**config.mk**
```make
export PLATFORM = sky130hd
export DESIGN_NAME = float_to_fixed
export DESIGN_NICKNAME = d
export VERILOG_FILES = /design/src/rtl/float_to_fixed.sv
export SDC_FILE = /design/constraint.sdc
export NUM_CORES = 1
export LEC_CHECK = 0
export ABC_AREA = 1
export ABC_CLOCK_PERIOD_IN_PS = 3580
export BUFFER_PORTS_ARGS = -buffer_cell sky130_fd_sc_hd__buf_2
export CELL_PAD_IN_SITES_DETAIL_PLACEMENT = 0
export CELL_PAD_IN_SITES_GLOBAL_PLACEMENT = 1
export CORE_MARGIN = 5
export CORE_UTILIZATION = 43
export CTS_CLUSTER_SIZE = 25
export DETAILED_ROUTE_END_ITERATION = 8
export GPL_ROUTABILITY_DRIVEN = 0
export PLACE_DENSITY = 0.78
export SLEW_MARGIN = 10
export SYNTH_ARGS = -nofsm -noshare
export SYNTH_HDL_FRONTEND = slang
export SYNTH_SLANG_ARGS = --single-unit
```
**constraint.sdc**
```tcl
create_clock -name clk -period 3.58 [get_ports clk]
set_clock_uncertainty 0.1 [all_clocks]
set_input_delay 0.537 -clock clk [delete_from_list [all_inputs] [get_ports clk]]
set_output_delay 0.537 -clock clk [all_outputs]
set_load 0.005 [all_outputs]
```
**src/rtl/float_to_fixed.sv**
```systemverilog
// float_to_fixed: 3-stage IEEE-754 single to saturating signed fixed-point converter.
// Optional FLOAT_TO_FIXED_RNE_EN selects round-to-nearest-even; the default build truncates toward zero.
module float_to_fixed #(
   parameter int OUT_W  = 16,
   parameter int FRAC_W = 0,
   parameter int CNT_W  = 16
) (
   input  logic             clk,
   input  logic             reset_l,
   input  logic [31:0]      i_signal,
   input  logic             i_valid,
   output logic             i_ready,
   output logic [OUT_W-1:0] o_data,
   output logic             o_valid,
   input  logic             o_ready,
   output logic [CNT_W-1:0] sat_cnt,
   output logic             nan_flag,
   input  logic             clr
);
`ifdef FLOAT_TO_FIXED_RNE_EN
   localparam logic RNE = 1'b1;
`else
   localparam logic RNE = 1'b0;
`endif
   // Shift field: 24-bit significand, up to OUT_W+1 left shifts, integer part sits above bit 25.
   localparam int WW = OUT_W + 26;
   localparam logic signed [9:0] KMAX = 10'(OUT_W - 1);
   localparam logic [OUT_W:0] LIM = {2'b01, {(OUT_W-1){1'b0}}};
   localparam logic [OUT_W-1:0] MAXV = {1'b0, {(OUT_W-1){1'b1}}};
   localparam logic [OUT_W-1:0] MINV = {1'b1, {(OUT_W-1){1'b0}}};
   logic en;
   logic v1_q, s1_q, zero1_q, nan1_q, inf1_q;
   logic [7:0] e1_q;
   logic [23:0] m1_q;
   logic v2_q, s2_q, nan2_q, ovf2_q, g2_q, st2_q;
   logic [OUT_W:0] mag2_q;
   logic ovf2_d, g2_d, st2_d;
   logic [OUT_W:0] mag2_d;
   logic signed [9:0] k;
   logic [WW-1:0] w;
   logic [OUT_W:0] rnd_d;
   logic sat_d;
   logic [OUT_W-1:0] res_d;
   logic o_valid_q, nan_q;
   logic [OUT_W-1:0] o_data_q;
   logic [CNT_W-1:0] sat_cnt_q, sat_cnt_d;
   logic nan_d;
   // The whole pipeline advances only when the output register is empty or being drained.
   assign en = ~o_valid_q | o_ready;
   assign i_ready = en;
   assign o_valid = o_valid_q;
   assign o_data = o_data_q;
   assign sat_cnt = sat_cnt_q;
   assign nan_flag = nan_q;
   // S1: unpack fields and classify the encoding.
   always_ff @(posedge clk or negedge reset_l) begin
      if (!reset_l) begin
         v1_q <= 1'b0;
         s1_q <= 1'b0;
         e1_q <= '0;
         m1_q <= '0;
         zero1_q <= 1'b0;
         nan1_q <= 1'b0;
         inf1_q <= 1'b0;
      end else if (en) begin
         v1_q <= i_valid;
         s1_q <= i_signal[31];
         e1_q <= i_signal[30:23];
         m1_q <= {1'b1, i_signal[22:0]};
         zero1_q <= ~|i_signal[30:23];
         nan1_q <= &i_signal[30:23] & |i_signal[22:0];
         inf1_q <= &i_signal[30:23] & ~|i_signal[22:0];
      end
   end
   // S2 datapath: align significand by scale k, keeping guard and sticky below the integer part.
   always_comb begin
      k = 10'(e1_q) - 10'sd127 + 10'(FRAC_W);
      w = '0;
      mag2_d = '0;
      g2_d = 1'b0;
      st2_d = 1'b0;
      ovf2_d = inf1_q;
      if (!zero1_q && !nan1_q && !inf1_q) begin
         if (k > KMAX) ovf2_d = 1'b1;
         else if (k < -10'sd2) st2_d = 1'b1;
         else begin
            w = WW'(m1_q) << (k + 10'sd2);
            mag2_d = w[WW-1:25];
            g2_d = w[24];
            st2_d = |w[23:0];
         end
      end
   end
   // S2 register.
   always_ff @(posedge clk or negedge reset_l) begin
      if (!reset_l) begin
         v2_q <= 1'b0;
         s2_q <= 1'b0;
         nan2_q <= 1'b0;
         ovf2_q <= 1'b0;
         mag2_q <= '0;
         g2_q <= 1'b0;
         st2_q <= 1'b0;
      end else if (en) begin
         v2_q <= v1_q;
         s2_q <= s1_q;
         nan2_q <= nan1_q;
         ovf2_q <= ovf2_d;
         mag2_q <= mag2_d;
         g2_q <= g2_d;
         st2_q <= st2_d;
      end
   end
   // S3 datapath: round magnitude, saturate, apply sign; update event counter and NaN flag.
   always_comb begin
      rnd_d = mag2_q + (OUT_W+1)'(RNE & g2_q & (st2_q | mag2_q[0]));
      sat_d = ovf2_q | (s2_q ? rnd_d > LIM : rnd_d > LIM - 1'b1);
      res_d = sat_d ? (s2_q ? MINV : MAXV) : (s2_q ? -rnd_d[OUT_W-1:0] : rnd_d[OUT_W-1:0]);
      sat_cnt_d = clr ? '0 : (en & v2_q & sat_d & ~nan2_q & ~&sat_cnt_q) ? sat_cnt_q + CNT_W'(1) : sat_cnt_q;
      nan_d = clr ? 1'b0 : nan_q | (en & v2_q & nan2_q);
   end
   // Output register and status.
   always_ff @(posedge clk or negedge reset_l) begin
      if (!reset_l) begin
         o_valid_q <= 1'b0;
         o_data_q <= '0;
         sat_cnt_q <= '0;
         nan_q <= 1'b0;
      end else begin
         if (en) o_valid_q <= v2_q;
         if (en && v2_q) o_data_q <= res_d;
         sat_cnt_q <= sat_cnt_d;
         nan_q <= nan_d;
      end
   end
endmodule
```
==> results of run 1 <==
[flip-flops by register name, summed over array words and instances (netlist names)]
name / cells
o_valid: 1
ovf2_q: 1
v1_q: 1
s2_q: 1
s1_q: 1
e1_q: 8
nan_flag: 1
sat_cnt: 16
zero1_q: 1
inf1_q: 1
v2_q: 1
nan1_q: 1
nan2_q: 1
m1_q: 24
mag2_q: 17
o_data: 16
[worst max-delay path by stage]
stage,slack [ps],end,cells after the start,start
after floorplan,320,mag2_q[8],22,e1_q[0]
after global placement,510,mag2_q[15],18,e1_q[0]
after detailed placement,440,mag2_q[15],18,e1_q[0]
after CTS,420,mag2_q[15],18,e1_q[1]
after global routing,60,mag2_q[10],18,e1_q[1]
final,400,mag2_q[15],18,e1_q[1]
[metrics by stage]
stage	util, %	power [mW]	setup slack (ps)
6_report	49.30	5.392	400.2
5_1_grt	49.30	5.882	61.39
4_1_cts	49.28	5.394	420.9
3_5_place_dp	47.19	4.426	440.7
3_3_place_gp	47.19	4.415	511.4
2_1_floorplan	-	3.664	324.1
[area by class of cell]
type | instances | share of cell area, %
Clock buffer | 9 | 3.278
Timing Repair Buffer | 83 | 6.574
Sequential cell | 92 | 33.51
Tap cell | 180 | 3.278
Multi-Input combinational cell | 667 | 48.33
Clock inverter | 7 | 0.9470
Inverter | 74 | 4.079
[synthesized netlist by cell type, types with 2 or more instances]
cell / number
buf_6: 9
nand4_2: 3
buf_4: 3
nand4_1: 57
nor3_1: 11
buf_2: 11
nor2_2: 3
a21oi_1: 39
inv_1: 65
nor2_4: 5
o21ai_1: 12
o22ai_1: 3
nand2_1: 230
buf_1: 2
o21a_1: 4
nand3_2: 2
nor2_1: 56
xor2_1: 16
or2_2: 4
dfrtp_1: 92
nor4_1: 8
nand3_1: 146
inv_2: 5
ha_1: 6
nand2_4: 2
nand2_2: 7
clkbuf_1: 18
a31oi_1: 3
o21ai_0: 40
clkinv_1: 3
[power groups by stage]
stage | Sequential (mW) | Combinational [mW] | Clock [mW]
detailed placement | 1.56 | 2.87 | 0
CTS | 1.54 | 2.89 | 0.971
finish | 1.54 | 2.91 | 0.944
floorplan | 1.49 | 2.17 | 0
global route | 1.58 | 3.29 | 1.02
global placement | 1.54 | 2.88 | 0
[cells by family (layout without fill, tap and decap cells)]
logic type | after synthesis | count (layout) | share of synthesized area [%]
AOI/OAI and AO/OA | 109 | 109 | 9.665
and+or+nand+nor | 536 | 536 | 40.71
adders and majority gates | 6 | 6 | 1.221
DFF | 92 | 92 | 37.44
buffers and inverters | 117 | 173 | 8.688
xor gates and xnor gates | 16 | 16 | 2.279
[routing by layer]
metal	share of wire, %	track usage (%)	vias to the layer above
met5	0	0	-
li1	-	-	3078
met3	4.8	3.050	34
met1	48	28.45	2830
met4	2.5	8.130	0
met2	45	33.18	173
[worst max-delay path, stage by stage (launching register included)]
cell	delay, ps
dfrtp_1	440
ha_1	250
or2_2	300
nand2_1	80
inv_1	60
ha_1	200
nand3_1	170
nor2_1	60
nand3_1	80
nand2_1	80
nand2_4	350
nand4_1	210
nand3_1	160
nand3_1	110
nand3_1	130
nand3_1	130
nand2_1	100
nand2_1	50
nand2_1	60
[cells in the final DEF, fill, tap and decap left out, drive strengths merged]
master    synthesis  final
o211a             1      1
a21oi            40     40
clkinv            3      5
clkbuf           18      9
nand4            60     60
inv              71     75
a31oi             3      3
dfrtp            92     92
o21bai            1      1
nor4              8      8
ha                6      6
a22o              1      1
buf              25     83
nor2             64     64
a311oi            1      1
xor2             16     16
o22ai             3      3
nor3             11     11
nand2           239    239
or2               4      4
clkinvlp          0      1
a32o              1      1
and3              1      1
o21ai            52     52
o21a              4      4
a2bb2oi           1      1
nand3           148    148
nor3b             1      1
o221ai            1      1
==> qor.txt, run 1 <==
=====================================================================================
Top cell type by total area after synthesis                                   dfrtp_1
Number of H-tree branching levels                                                   3
I/O pin count                                                                      72
Result of the run                                                        finished clean
Count of placed standard cells in the final layout, fillers left out             1112
Count of final max-slew check failures                                              0
Area added between synthesis and finish                                        11.72%
Shortest period the worst path allows                                         3180 ps
Total number of placement rows                                                     43
Fraction of synthesis flops using an asynchronous set or reset pin             100.0%
Later-pin clock latency in the skew report                                     360 ps
Top achievable clock speed                                                  314.5 MHz
Number of iterations in the first detailed-routing pass                             5
Class of the most critical setup path                                    register to register
Height of the chip                                                           129.6 um
Register clock-pin slew on the reported worst setup and hold paths              70 ps
Number of antenna violations at the first check in global routing                   0
TritonCTS clock tree                                                              yes
Crit share post-route                                                          88.82%
CTS root buffer                                                             clkbuf_16
Count of buffers added by post-CTS timing repair for setup                          0
Hold_ws                                                                      157.4 ps
Layout cells sized above 1                                                     14.27%
Placed Cells                                                                     1096
Kind of start point of the critical path                                     register
Internal portion of total power                                              2.728 mW
Effective utilization at floorplan                                             44.13%
Maximum number of pins on one net before global-route repair                       93
Hpwl dp                                                                      12400 um
Proportion of synthesized chip area in sequential cells                        37.44%
Routed wire per std cell                                                     15.15 um
Post-synth EDFFs                                                                    0
Core area                                                                   13930 um2
Share of the synthesized area in the top cell type                             37.44%
Max-cap violations                                                                  0
Required arrival time at the worst endpoint                                   3780 ps
Post-synthesis sequential element count                                            92
Die width                                                                    129.6 um
Sw Ratio                                                                       49.41%
Post-cts gate resize count                                                          0
Netlist area before placement                                                6150 um2
Fill cell total of the finished layout                                           1494
Total cell area at the placement stage                                       6576 um2
# port buffers                                                                     71
Final routed DRC violation total                                                    0
Max FO, Critical Path                                                              46
Global-route wire length before repair                                       28610 um
Number of sinks handled by clock tree synthesis                                    92
Yosys cell types                                                                   41
Reg2reg setup slack                                                            400 ps
Maximum vdd ir drop                                                         0.3071 mV
Diodes inserted                                                                     0
Worst r2r src                                                                 e1_q[1]
Transition time at the pin with the least slew margin                        820.4 ps
Total Die Area                                                              16790 um2
Number of global-route vias before repair                                        5873
Post-Layout Inst Area                                                        6870 um2
Via count of the routed design                                                   6115
Mean number of vias per cell                                                    5.499
Maximum root-to-sink buffer count                                                   2
Ratio of total power to cell area                                        784.9 nW/um2
Count of routing violations after the opening detailed-route iteration            532
Normalized max-slew margin                                                     45.30%
Number of buffers inserted by hold repair at cts                                    0
Reported net switching power                                                 2.664 mW
Synth Net Count                                                                   919
Setup total negative slack                                                       0 ps
Number of buffers added by the clock tree synthesis step                            9
Hold/Removal Path Class                                                  primary input to async pin
Arrival time of data at the critical path endpoint                            3380 ps
GR Overflow Total                                                                   0
Unrepaired setup endpoints after global routing                                    no
Combinational share of power                                                    54.0%
Wirelength, routed                                                           16840 um
Number of nets with antenna violations after routing                                0
Post-layout nets                                                                  970
Post-synthesis instance total                                                     876
Multi-input gate area in the final layout                                    3321 um2
Type of element capturing the critical path                                  register
Reg area                                                                     2302 um2
Final setup violation count                                                         0
Ys flop type                                                                  dfrtp_1
Static Leakage                                                               3.305 nW
Overall track demand over capacity in global routing                           20.76%
Warnings from Yosys                                                                 0
Post-synthesis area per instance                                            7.020 um2
Depth of the worst register-to-register path                                       18
Final Hold Vio Count                                                                0
Sequential Power Share                                                          28.5%
Clock share of power                                                            17.5%
Crit Reg-Reg Endpoint                                                      mag2_q[15]
Area contributors post-synth                                             dfrtp_1, nand2_1, nand3_1
=====================================================================================
No activity file was read; power rests on OpenSTA's default activity.
==> inputs of run 2 (changes only) <==
--- a/config.mk
+++ b/config.mk
@@ -11,11 +11,11 @@
 export CELL_PAD_IN_SITES_DETAIL_PLACEMENT = 0
 export CELL_PAD_IN_SITES_GLOBAL_PLACEMENT = 1
 export CORE_MARGIN = 5
-export CORE_UTILIZATION = 43
+export CORE_UTILIZATION = 35
 export CTS_CLUSTER_SIZE = 25
 export DETAILED_ROUTE_END_ITERATION = 8
 export GPL_ROUTABILITY_DRIVEN = 0
-export PLACE_DENSITY = 0.78
+export PLACE_DENSITY = 0.65
 export SLEW_MARGIN = 10
 export SYNTH_ARGS = -nofsm -noshare
 export SYNTH_HDL_FRONTEND = slang
==> qor.txt, run 2 (synthesis results as in run 1) <==
=====================================================================================
Post-layout power                                                            5.499 mW
Diodes inserted                                                                     0
Crit share post-route                                                          88.83%
Hold/Removal Path Class                                                  primary input to async pin
I/O pin count                                                                      72
Kind of start point of the critical path                                     register
Total number of placement rows                                                     48
Static Leakage                                                               3.323 nW
Count of routing violations after the opening detailed-route iteration            516
Leading cell types in the layout, fill and taps excluded                 nand2_1, nand3_1, dfrtp_1
Number of nets with antenna violations after routing                                0
Hpwl dp                                                                      13090 um
Type of element capturing the critical path                                  register
Via count of the routed design                                                   6094
Maximum root-to-sink buffer count                                                   2
Max FO, Critical Path                                                              46
Final routed DRC violation total                                                    0
Maximum vdd ir drop                                                         0.3103 mV
Reg area                                                                     2302 um2
Arrival time of data at the critical path endpoint                            3370 ps
Critical path startpoint                                                      e1_q[1]
Multi-input gate area in the final layout                                    3321 um2
Sw Ratio                                                                       48.94%
Final setup violation count                                                         0
Reported net switching power                                                 2.691 mW
Fill cell total of the finished layout                                           1943
# port buffers                                                                     71
Setup total negative slack                                                       0 ps
Post-layout nets                                                                  973
Overall track demand over capacity in global routing                           18.07%
Number of sinks handled by clock tree synthesis                                    92
Result of the run                                                        finished clean
Combinational share of power                                                    54.1%
Register with the highest flop count                                             m1_q
Transition time at the pin with the least slew margin                        752.2 ps
Mean number of vias per cell                                                    5.253
Later-pin clock latency in the skew report                                     350 ps
Number of H-tree branching levels                                                   3
Count of final max-slew check failures                                              0
Ratio of total power to cell area                                        789.1 nW/um2
Class of the most critical setup path                                    register to register
Most frequent standard cell in the layout excluding fill and tap cells        nand2_1
Worst r2r src                                                                 e1_q[1]
Number of antenna violations at the first check in global routing                   0
Final Hold Vio Count                                                                0
Required arrival time at the worst endpoint                                   3770 ps
Area added between synthesis and finish                                        13.31%
Layout cells sized above 1                                                     14.44%
Sequential Power Share                                                          27.8%
Unrepaired setup endpoints after global routing                                    no
Maximum number of pins on one net before global-route repair                       63
Die width                                                                    142.6 um
Effective utilization at floorplan                                             35.55%
Max-cap violations                                                                  0
Top achievable clock speed                                                  314.5 MHz
Count of buffers added by post-CTS timing repair for setup                          0
Clock share of power                                                            18.1%
Global-route wire length before repair                                       30240 um
CTS root buffer                                                             clkbuf_16
Normalized max-slew margin                                                     49.80%
GR Overflow Total                                                                   0
Shortest period the worst path allows                                         3180 ps
Core area                                                                   17300 um2
Routed wire per std cell                                                     15.30 um
Wirelength, routed                                                           17750 um
Register clock-pin slew on the reported worst setup and hold paths              80 ps
Number of buffers inserted by hold repair at cts                                    0
Depth of the worst register-to-register path                                       18
Largest registers                                                        m1_q: 24 flops, mag2_q: 17 flops
Number of iterations in the first detailed-routing pass                             5
TritonCTS clock tree                                                              yes
Number of global-route vias before repair                                        5885
Number of buffers added by the clock tree synthesis step                            9
Max reg flops                                                                      24
Height of the chip                                                           142.6 um
Internal portion of total power                                              2.808 mW
Total Die Area                                                              20320 um2
Post-cts gate resize count                                                          0
=====================================================================================
[run 2: layer usage]
layer	part of all wire, %	GRT usage (%)	vias to the layer above
li1	-	-	3081
met1	50	26.22	2842
met2	43	27.40	142
met3	4.1	2.587	29
met4	2.4	6.503	0
met5	0	0	-
[run 2: path summary, 6_finish.rpt]
kind / endpoint / slack, ps
worst min register to register: s1_q / 380
min in group clk: m1_q[3] / 280
worst min-delay path: sat_cnt[2] / 130
max in group asynchronous: m1_q[9] / 2570
worst max register to register: mag2_q[10] / 400
worst max-delay path: mag2_q[10] / 400
[run 2: metrics by stage]
stage                     area, um2  setup slack (ps)  util (%)  hold slack (ps)  cells
after floorplan                6150             324.1         -            141.4    876
after global placement         6668             502.6     38.55            363.9   1144
after detailed placement       6668             464.5     38.55            366.5   1144
after CTS                      6968             441.9     40.29            172.4   1160
after global routing           6968             79.41     40.29            221.3   1160
final                          6968             400.0     40.29            130.5   1160
[run 2: area by class of cell]
type | count | share of cell area (%)
multi-input combinational | 667 | 47.66
sequential | 92 | 33.04
tap | 225 | 4.040
clock inverter | 6 | 1.024
clock buffer | 10 | 3.286
timing repair buffer | 86 | 6.931
inverter | 74 | 4.022
[run 2: worst max-delay path, stage by stage (launching register included)]
cell,delay (ps)
dfrtp_1,440
ha_1,240
or2_2,300
nand2_1,80
inv_1,60
ha_1,200
nand3_1,170
nor2_1,60
nand3_1,80
nand2_1,80
nand2_4,350
nand4_1,200
nand3_1,180
nand3_1,130
a21oi_1,150
nand2_1,100
nand2_1,90
nand2_1,50
nand2_1,50
[run 2: power by group through the flow]
stage                     logic [mW]  clock network [mW]  registers [mW]
after floorplan                 2.17                   0            1.49
after global placement          3.01                   0            1.54
after detailed placement        2.96                   0            1.55
after CTS                       2.97                1.02            1.53
after global routing            3.37                1.05            1.57
final                           2.97               0.993            1.53
==> inputs of run 3 (changes only) <==
--- a/config.mk
+++ b/config.mk
@@ -16,6 +16,7 @@
 export DETAILED_ROUTE_END_ITERATION = 8
 export GPL_ROUTABILITY_DRIVEN = 0
 export PLACE_DENSITY = 0.65
+export REMOVE_ABC_BUFFERS = 1
 export SLEW_MARGIN = 10
 export SYNTH_ARGS = -nofsm -noshare
 export SYNTH_HDL_FRONTEND = slang
==> qor.txt, run 3 (synthesis results as in run 1) <==
=====================================================================================
Height of the chip                                                           142.6 um
Total Die Area                                                              20320 um2
Ratio of total power to cell area                                        775.7 nW/um2
Diodes inserted                                                                     0
Total number of placement rows                                                     48
Class of the most critical setup path                                    register to register
TritonCTS clock tree                                                              yes
Result of the run                                                        finished clean
Area added between synthesis and finish                                        13.41%
Maximum vdd ir drop                                                         0.2951 mV
Via count of the routed design                                                   6038
Final setup violation count                                                         0
Final routed DRC violation total                                                    0
Mean number of vias per cell                                                    5.183
Global-route wire length before repair                                       29720 um
Transition time at the pin with the least slew margin                        703.1 ps
Kind of start point of the critical path                                     register
Count of buffering cells on the critical path with inverters included               2
Unrepaired setup endpoints after global routing                                    no
Shortest period the worst path allows                                         3205 ps
Global routing met3 resource utilization                                       2.655%
Slowest CP cell                                                               dfrtp_1
Count of final max-slew check failures                                              0
Die width                                                                    142.6 um
Layout cells sized above 1                                                     15.00%
Arrival time of data at the critical path endpoint                            3380 ps
Placed Cells                                                                     1149
Post-cts gate resize count                                                          0
Max FO, Critical Path                                                              33
Required arrival time at the worst endpoint                                   3760 ps
GR Overflow Total                                                                   0
Later-pin clock latency in the skew report                                     360 ps
Count of placed standard cells in the final layout, fillers left out             1165
Count of routing violations after the opening detailed-route iteration            394
Post-Layout Inst Area                                                        6974 um2
Fraction of met2 tracks used by global routing                                 27.97%
Cell seen most often among critical-path stages                               nand3_1
Max reg flops                                                                      24
Number of antenna violations at the first check in global routing                   0
Total cell area at the placement stage                                       6693 um2
Core area                                                                   17300 um2
Leading cell types in the layout, fill and taps excluded                 nand2_1, nand3_1, dfrtp_1
Most frequent standard cell in the layout excluding fill and tap cells        nand2_1
CTS root buffer                                                             clkbuf_16
Cell Chain, Critical Path                                                ha_1 > or2_2 > nand2_1 > inv_1 > ha_1 > nand3_1 > nor2_1 > nand3_1 > nand2_1 > nand2_4 > buf_4 > nand4_1 > nand3_1 > nand3_1 > o21ai_1 > nand2_1 > o22ai_1
Number of iterations in the first detailed-routing pass                             5
Hold_ws                                                                      123.2 ps
Routed wire per std cell                                                     15.08 um
Crit share post-route                                                          89.52%
Hpwl dp                                                                      13210 um
Number of nets with antenna violations after routing                                0
Critical path startpoint                                                      e1_q[0]
Final Hold Vio Count                                                                0
Hold/Removal Path Class                                                  primary input to async pin
Fill cell total of the finished layout                                           1921
Count of buffers added by post-CTS timing repair for setup                          0
Largest registers                                                        m1_q: 24 flops, mag2_q: 17 flops
Effective utilization at floorplan                                             35.55%
Type of element capturing the critical path                                  register
Met1 capacity usage during global routing                                      25.91%
Normalized max-slew margin                                                     53.12%
Maximum number of pins on one net before global-route repair                       62
Number of buffers added by the clock tree synthesis step                            9
Post-layout nets                                                                  978
Reg2reg setup slack                                                            380 ps
Crit path largest cell delay                                                   440 ps
Overall track demand over capacity in global routing                           18.00%
Worst r2r src                                                                 e1_q[0]
Number of H-tree branching levels                                                   3
# port buffers                                                                     71
Wirelength, routed                                                           17570 um
Static Leakage                                                               3.340 nW
Maximum root-to-sink buffer count                                                   2
Max-cap violations                                                                  0
Register with the highest flop count                                             m1_q
Crit-path leading delay family                                           simple AND/OR/NAND/NOR gates
Number of global-route vias before repair                                        5733
Fraction of the core area covered by cells at the end of the flow              40.32%
Number of buffers inserted by hold repair at cts                                    0
Register clock-pin slew on the reported worst setup and hold paths              80 ps
Global routing's busiest layer                                                   met2
Number of sinks handled by clock tree synthesis                                    92
I/O pin count                                                                      72
Top achievable clock speed                                                  312.0 MHz
=====================================================================================
## run 3: worst register-to-register path: stages (launching register included)
cell and delay, ps:
dfrtp_1 440, ha_1 260, or2_2 300, nand2_1 80, inv_1 60, ha_1 200, nand3_1 170, nor2_1 60
nand3_1 70, nand2_1 80, nand2_4 270, buf_4 230, nand4_1 140, nand3_1 150, nand3_1 120, o21ai_1 150
nand2_1 100, o22ai_1 150
## run 3: power by group
part / total [mW] / leakage [nW] / internal [mW] / switching, mW
logic: 2.94 / 2.04 / 0.974 / 1.97
registers: 1.53 / 1.16 / 1.30 / 0.228
clock network: 0.939 / 0.137 / 0.481 / 0.457
## run 3: final cells by class
type / instances / area [um2] / area share, %
multi-input combinational: 667 / 3321 / 47.61
sequential: 92 / 2302 / 33.01
timing repair buffer: 91 / 508.0 / 7.284
inverter: 74 / 280.3 / 4.019
clock buffer: 9 / 225.2 / 3.229
tap: 225 / 281.5 / 4.037
clock inverter: 7 / 56.30 / 0.8073
## run 3: path summary, 6_finish.rpt
path,end,cells past startpoint
setup / recovery,mag2_q[2],17
hold / removal,sat_cnt[2],1
setup reg to reg,mag2_q[2],17
hold reg to reg,o_valid,2
max in group asynchronous,m1_q[18],2
min in group clk,v1_q,3
## run 3: routing by layer
layer,wire length (um),up-vias,part of all wire (%)
met5,0,-,0
met4,231,0,1.3
met3,816,15,4.6
met2,7842,153,45
met1,8674,2783,49
li1,-,3087,-
## run 3: through the flow
stage	TNS, ps	total power [mW]	setup slack (ps)
floorplan	-44420	3.511	-1459
global placement	0	4.527	451.6
detailed placement	0	4.501	406.6
CTS	0	5.468	391.5
global route	0	5.949	85.88
finish	0	5.410	375.1
